$ cat src/rtl/vsm_phase_decoder.sv
// vsm_phase_decoder: decodes one-hot ring-counter phases into a step index,
// checks 0..4 sequencing, counts completed cycles and latches the first fault.
module vsm_phase_decoder #(
  parameter int CNT_W       = 8,
  parameter int STUCK_LIMIT = 1
) (
  input  logic             Phase_Count,
  input  logic             invClear,
  input  logic             Phase0,
  input  logic             Phase1,
  input  logic             Phase2,
  input  logic             Phase3,
  input  logic             Phase4,
  input  logic             Err_Clear,
  output logic [2:0]       Step,
  output logic             Step_Valid,
  output logic             Cycle_Done,
  output logic [CNT_W-1:0] Cycle_Count,
  output logic             Seq_Error,
  output logic [1:0]       Err_Code
);
  typedef enum logic [1:0] {SYNC, TRACK, ERROR} state_t;
  state_t     state;
  logic [4:0] sample;
  logic       one_hot;
  logic [2:0] idx;
  logic [2:0] expected;
  logic [3:0] rep;
  logic [1:0] fault;
  assign sample = {Phase4, Phase3, Phase2, Phase1, Phase0};
  always_comb begin
    one_hot = (sample != 5'd0) && ((sample & (sample - 5'd1)) == 5'd0);
    idx = sample[1] ? 3'd1 : sample[2] ? 3'd2 : sample[3] ? 3'd3 : sample[4] ? 3'd4 : 3'd0;
    // Priority: not one-hot, then in-order, then repeat (stuck past limit), then out of order.
    fault = !one_hot ? 2'b01 :
            idx == expected ? 2'b00 :
            idx == Step ? ((int'(rep) + 1 > STUCK_LIMIT) ? 2'b11 : 2'b00) :
            2'b10;
  end
  always_ff @(posedge Phase_Count or negedge invClear) begin
    if (!invClear) begin
      state       <= SYNC;
      Step        <= 3'd0;
      Step_Valid  <= 1'b0;
      Cycle_Done  <= 1'b0;
      Cycle_Count <= '0;
      Seq_Error   <= 1'b0;
      Err_Code    <= 2'b00;
      expected    <= 3'd0;
      rep         <= 4'd0;
    end else begin
      Cycle_Done <= 1'b0;
      case (state)
        SYNC: if (one_hot && idx == 3'd0) begin
          state      <= TRACK;
          Step       <= 3'd0;
          Step_Valid <= 1'b1;
          expected   <= 3'd1;
          rep        <= 4'd0;
        end
        TRACK: if (fault != 2'b00) begin
          state      <= ERROR;
          Step_Valid <= 1'b0;
          Seq_Error  <= 1'b1;
          Err_Code   <= fault;
        end else if (idx == expected) begin
          Step     <= idx;
          expected <= (idx == 3'd4) ? 3'd0 : idx + 3'd1;
          rep      <= 4'd0;
          if (idx == 3'd0) begin
            Cycle_Done  <= 1'b1;
            Cycle_Count <= Cycle_Count + CNT_W'(1);
          end
        end else begin
          rep <= rep + 4'd1;
        end
        ERROR: if (Err_Clear) begin
          state     <= SYNC;
          Seq_Error <= 1'b0;
          Err_Code  <= 2'b00;
        end
        default: state <= SYNC;
      endcase
    end
  end
endmodule

$ cat config.mk
export PLATFORM = sky130hd
export DESIGN_NAME = vsm_phase_decoder
export DESIGN_NICKNAME = d
export VERILOG_FILES = /design/src/rtl/vsm_phase_decoder.sv
export SDC_FILE = /design/constraint.sdc
export NUM_CORES = 1
export LEC_CHECK = 0
export CORE_MARGIN = 2
export CORE_UTILIZATION = 30
export DETAILED_ROUTE_END_ITERATION = 12
export PLACE_DENSITY = 0.46
export SLEW_MARGIN = 20
export SYNTH_ARGS = -nofsm -noshare
export SYNTH_HDL_FRONTEND = slang
export SYNTH_SLANG_ARGS = --single-unit
$ cat constraint.sdc
create_clock -name Phase_Count -period 3.88 [get_ports Phase_Count]
set_input_delay 0.776 -clock Phase_Count [delete_from_list [all_inputs] [get_ports Phase_Count]]
set_output_delay 0.776 -clock Phase_Count [all_outputs]
set_load 0.05 [all_outputs]
# Word-level counts from Yosys, hierarchy flattened
# Cells that the tools add are included.
# Widths: inputs -> output; s select.
# totals
register_bits,25
input_bits,8
out_inout_bits,16
# classes
add_sub_neg,5
n_lt_le_gt_ge,1
eq_ne,10
muxes,37
n_bitwise,2
reduce_logical,15
# ops
cell,n
$mux 3,11
$mux 2,8
$mux 4,3
$pmux 3 s2,2
$reduce_and 3->1,4
$ne 2x2->1 const B,5
$add 8x1->8 const B,1
$mux 1,8
$pmux 4 s2,1
$reduce_and 4->1,2
$eq 3x3->1,2
$pmux 2 s3,1
$reduce_bool 2->1,3
$add 4x1->5 const B,1
$and 5x5->5,1
$gt 5x1->1 const B,1
$logic_not 5->1,1
$reduce_bool 5->1,1
$sub 5x1->5 const B,1
$add 4x1->4 const B,1
$pmux 1 s2,2
$pmux 2 s2,1
$add 3x1->3 const B,1
$eq 3x3->1 const B,1
6 further kinds,7

# Longest topological paths before layout
# logic_depth
word_depth,11
mapped_depth,9

# Worst setup path before layout
# Ideal clock, no wire load.
# synth_path
kind,input -> register
from,in Phase3
to,reg Cycle_Count[1]
setup_time_ns,0.127
t_arrival_ns,2.402
t_required_ns,3.753
setup_slack_ns,1.350
path_stages,6
n_path_buf,1
cell_sequence,buf_4 nor4b_2 xnor2_1 o311ai_2 nor4_4 mux2_1
# synth_via
elab_chain_cells,10
elab_cells_between_ends,17
classes_between,add/sub: 1; eq/ne: 2; mux: 6; bitwise: 2; reduce/logical: 6
# synth_rtl
element,line,source
start: declaration,12,"input logic Phase3,"
branches (longest 9 deep; another with $sub 5x1->5),-,
$reduce_and 4->1 (no line) *,-,
end signal: assignment,72,Cycle_Count <= Cycle_Count + CNT_W'(1);
end: declaration,18,"output logic [CNT_W-1:0] Cycle_Count,"
# Every way passes the cells marked *.
# A chain may end at the register's enable or synchronous reset.

# Worst setup path in the final report
# layout_path
from,in Phase2
to,reg rep[0]
# layout_via
elab_chain_cells,9
elab_cells_between_ends,21
classes_between,add/sub: 1; eq/ne: 4; mux: 8; bitwise: 1; reduce/logical: 7
# layout_rtl
element,line,source
start: declaration,11,"input logic Phase2,"
branches (longest 9 deep; another with $sub 5x1->5),-,
end signal: assignment,75,rep <= rep + 4'd1;
end: declaration,28,logic [3:0] rep;
# Several ways; the timed one is not identified. The select of a mux whose other input is x is not followed.

==> impl.org <==
** Synth
- By area the synthesized netlist is led by sky130_fd_sc_hd__dfrtp_1 (43%), sky130_fd_sc_hd__xnor2_1 (4.8%), sky130_fd_sc_hd__ha_1 (4.3%), sky130_fd_sc_hd__a21oi_1 (3.4%), sky130_fd_sc_hd__inv_1 (2.8%).
- Post-synth EDFFs :: 0
- Mapped Avg Cell Area :: just under 10 µm²
- The largest total area in the synthesized netlist belongs to sky130_fd_sc_hd__dfrtp_1.
- Yosys printed 0 warnings.
- Summing the sequential cell areas from Yosys gives 43.1% of the chip area.
- Of all flip-flops after synthesis, the portion carrying an async set or reset was 100%.
- The netlist uses 46 different library cells.
- Synthesis produced a netlist whose cell count is ~150.
- For this run, the leading register cell type out of synthesis is sky130_fd_sc_hd__dfrtp_1.
- Counting every net in the synthesized netlist gives 159.
- Post-synthesis cell area :: roughly 1500 µm²
- Top-area cell type share of the netlist area :: 43.1%
- Synthesis inferred 25 register bits.

** Clock tree
- In this run the number of H-tree levels came out at 1.
- Hold repair after CTS inserted 0 buffers.
- Clk root buf :: sky130_fd_sc_hd__clkbuf_8
- Number of gates given a new drive strength after cts :: 0
- In this run, CTS created clock tree buffers numbering 3.
- Once the clock tree was built, the setup fixing pass inserted 0 buffers.
- Clock-pin slew was measured on the worst setup and hold paths at approximately 0.090 ns.
- The tree built by TritonCTS fans out to 25 sinks.
- TritonCTS clock tree :: yes
- Number of buffers on the longest clock path :: 2
- Later-pin clock latency in the skew report :: between 0.2 and 0.3 ns

** Pwr
- Internal power :: slightly below 400 µW
- The analysis attributes to net switching a power of about 180 µW.
- In this run, flip-flops and latches consume ~50% of the power.
- Max rail drop VDD :: 0.155 mV
- For this design the ratio of total power to cell area is roughly 330 nW/µm².
- The share of total power dissipated in the clock network is 26.6%.
- Combinational cell fraction of total power :: 24.2%
- Of the total power, the share spent switching nets is 31.5%.
- Leak Pwr :: about 0.76 nW

** Final layout
- After the last flow step, the layout net total stands at 183.
- The finished cells cover 1760 µm².
- The library cell used most frequently in the layout, excluding fill and tap cells, is sky130_fd_sc_hd__dfrtp_1.
- Area growth, synth to finish :: 21.0%
- # diodes :: 0
- The top cell types in the final layout, fill and taps aside, are sky130_fd_sc_hd__dfrtp_1 (25), sky130_fd_sc_hd__clkdlybuf4s50_1 (23), sky130_fd_sc_hd__inv_1 (11).
- Cells with a size suffix above 1 make up 7.10% of the layout.
- Number of standard cells in the layout, taps in and fillers out :: 223

** Placed design
- Detailed placement ended at an HPWL of approximately 2.2 mm.
- Count of placed standard cells including taps :: 219
- The placed instances occupy a cell area of 1710 µm².
- Final weighted congestion in routability-driven placement :: 0.787
- In this run the tool buffered the top-level ports with 23 buffer cells.

** Routing
- Total DRC errors in the routed layout :: 0
- First DRT Iteration DRCs :: 25
- Post-detailed-route wirelength per cell :: 13.4 µm
- The highest metal layer carrying signal wires in the routed design is met4.
- The routed design has between 2 and 3 mm of wire.
- Wire segments on met2 add up to 1.39 mm in the final route.
- Antenna-violating nets left :: 0
- Drt via density :: 5.12
- Detailed routing inserted a total of between 1000 and 1500 vias.
- Routed wl met3 :: 115 µm
- For this run, the detailed router's first-pass iteration total came to 5.
- In the final routing, the length of wire on met1 measures 1.48 mm.

** Setup path
- Reg2Reg Depth :: 5
- Worst setup path startpoint :: Phase2
- Endpoint arrival time on the critical path :: about 3.4 ns
- In this run the critical register-to-register path is launched from expected[0]$_DFFE_PN0P_.
- STA classifies the critical path startpoint as an input port.
- In this run the worst path has a maximum fanout of 13.
- The worst register-to-register path ends at Cycle_Count[1]$_DFFE_PN0P_.
- The worst setup path is of the in2reg kind.
- Worst endpoint required time :: 4.04 ns
- The worst setup path is captured at a flop.
- For flop-to-flop paths, the worst setup slack is around 1.9 ns.
- The most critical setup path has its endpoint at rep[0]$_DFFE_PN0P_.

** Floorplanning
- The initial utilization of the core area, before any placement, comes to around 31%.
- 24 I/O pins were placed.
- Chip height :: 73.6 µm
- After floorplanning, the core was sized to cover 4690 µm².
- Die footprint :: 5410 µm²
- Placement Rows :: 25
- In this run the horizontal extent of the chip is roughly 74 µm.

** Timing
- Maximum clock frequency :: 0.305 GHz
- Fin Hold WS :: 0.475 ns
- Counting I/O delays and the setup requirement, the final critical path takes ~3.3 ns.
- The number of pins with negative max-slew slack in the final report came to 0.
- Setup violations remaining at the end of the flow were counted as 0.
- At the pin with the least slew margin, the transition time is 0.618 ns.
- Measured against its own limit, the worst slew margin works out to 58.1%.
- Final Hold Violating Endpoints :: 0
- Final period util :: 84.5%
- Setup repair after global routing left no endpoint under its margin.
- For the final database, setup skew stands at 0.00407 ns.
- In the final timing run, aggregate negative setup slack is 0 ns.

** Worst hold path
- The worst hold path belongs to the class reg2reg.
- Cell depth of the worst hold path :: 1

** Global routing
- First-pass GRT wire length :: ~5.2 mm
- GRT Total Usage :: around an eighth
- Largest net degree at the start of global routing :: 26
- Number of global-route vias before repair :: ~1100
- The total overflow left after global routing is 0.
- The number of antenna violations at the first check in global routing was 0.

** Flow run
- The tool flagged a number of max-cap violations equal to 0.

** Status
- Status :: completed
power groups by stage:
stage / Combinational, mW / Sequential, mW / Clock, mW
after floorplan: 0.0528 / 0.331 / 0
after global placement: 0.141 / 0.291 / 0
after detailed placement: 0.142 / 0.291 / 0
after CTS: 0.142 / 0.286 / 0.161
after global routing: 0.154 / 0.288 / 0.167
final: 0.140 / 0.286 / 0.154
stage by stage:
step	util (%)	total power [mW]	worst slack [ns]
floorplan	-	0.384	1.35
global placement	36.5	0.432	0.357
detailed placement	36.5	0.433	0.313
CTS	37.4	0.590	0.604
global route	37.4	0.608	0.441
finish	37.4	0.581	0.603
worst max-delay path, cell delays in order:
cell and delay [ns]:
sky130_fd_sc_hd__clkdlybuf4s50_1 0.75, sky130_fd_sc_hd__inv_1 0.11, sky130_fd_sc_hd__a21oi_1 0.32, sky130_fd_sc_hd__ha_1 0.28, sky130_fd_sc_hd__nand2b_1 0.12, sky130_fd_sc_hd__or4_1 0.61
sky130_fd_sc_hd__a21boi_4 0.23, sky130_fd_sc_hd__a22o_1 0.23
kinds of logic (layout without fill, tap and decap cells):
kind of cell,Yosys count,after routing,share of synthesized area [%]
simple gates,53,53,22.5
buf+inv,16,39,6.03
xor+xnor,11,11,6.64
flops,25,25,43.1
compound gates,35,35,16.6
fa+ha+maj,5,5,4.31
mux,1,1,0.776
state kept, by name, summed over array words and instances (netlist names):
name / flops
Cycle_Count: 8
Cycle_Done: 1
Err_Code: 2
Seq_Error: 1
Step: 3
Step_Valid: 1
expected: 3
rep: 4
state: 2
cells in the mapped netlist, types with 2 or more instances:
library cell / n
sky130_fd_sc_hd__nand2b_1: 6
sky130_fd_sc_hd__ha_1: 5
sky130_fd_sc_hd__inv_1: 11
sky130_fd_sc_hd__nor2b_1: 3
sky130_fd_sc_hd__a21oi_1: 10
sky130_fd_sc_hd__and3_1: 3
sky130_fd_sc_hd__o21ai_0: 5
sky130_fd_sc_hd__xor2_1: 3
sky130_fd_sc_hd__xnor2_1: 8
sky130_fd_sc_hd__nand3_1: 8
sky130_fd_sc_hd__nor3_1: 2
sky130_fd_sc_hd__dfrtp_1: 25
sky130_fd_sc_hd__buf_6: 3
sky130_fd_sc_hd__and2_1: 2
sky130_fd_sc_hd__nor2_1: 8
sky130_fd_sc_hd__nand4_1: 2
sky130_fd_sc_hd__o21ai_1: 6
sky130_fd_sc_hd__nand2_1: 5
sky130_fd_sc_hd__nand3b_1: 2
sky130_fd_sc_hd__nor3b_1: 2
sky130_fd_sc_hd__and4_1: 2
how the worst min path moves through the flow:
stage	endpoint	slack [ns]	from
floorplan	Cycle_Count[0]$_DFFE_PN0P_	0.48	invClear
global placement	Cycle_Count[7]$_DFFE_PN0P_	0.46	Cycle_Count[7]$_DFFE_PN0P_
detailed placement	Cycle_Count[7]$_DFFE_PN0P_	0.47	Cycle_Count[7]$_DFFE_PN0P_
CTS	Cycle_Count[7]$_DFFE_PN0P_	0.48	Cycle_Count[7]$_DFFE_PN0P_
global route	Cycle_Count[7]$_DFFE_PN0P_	0.52	Cycle_Count[7]$_DFFE_PN0P_
finish	Cycle_Count[7]$_DFFE_PN0P_	0.47	Cycle_Count[7]$_DFFE_PN0P_
final cells by class:
| cell class | instances | area (µm²) |
|---|---|---|
| multi-input cells | 105 | 738 |
| fillers | 490 | 2940 |
| inverters | 11 | 41.3 |
| repair buffers | 24 | 238 |
| well taps | 54 | 67.6 |
| clock inverters | 1 | 5.00 |
| clock buffers | 3 | 41.3 |
| flip-flops and latches | 25 | 626 |
per-layer routing:
metal  vias up  GRT usage (%)
li1        566              -
met1       548           17.4
met2        26           19.6
met3         2           2.88
met4         0           1.21
met5         -              0
Note: power is estimated with default switching activity, not from simulation.
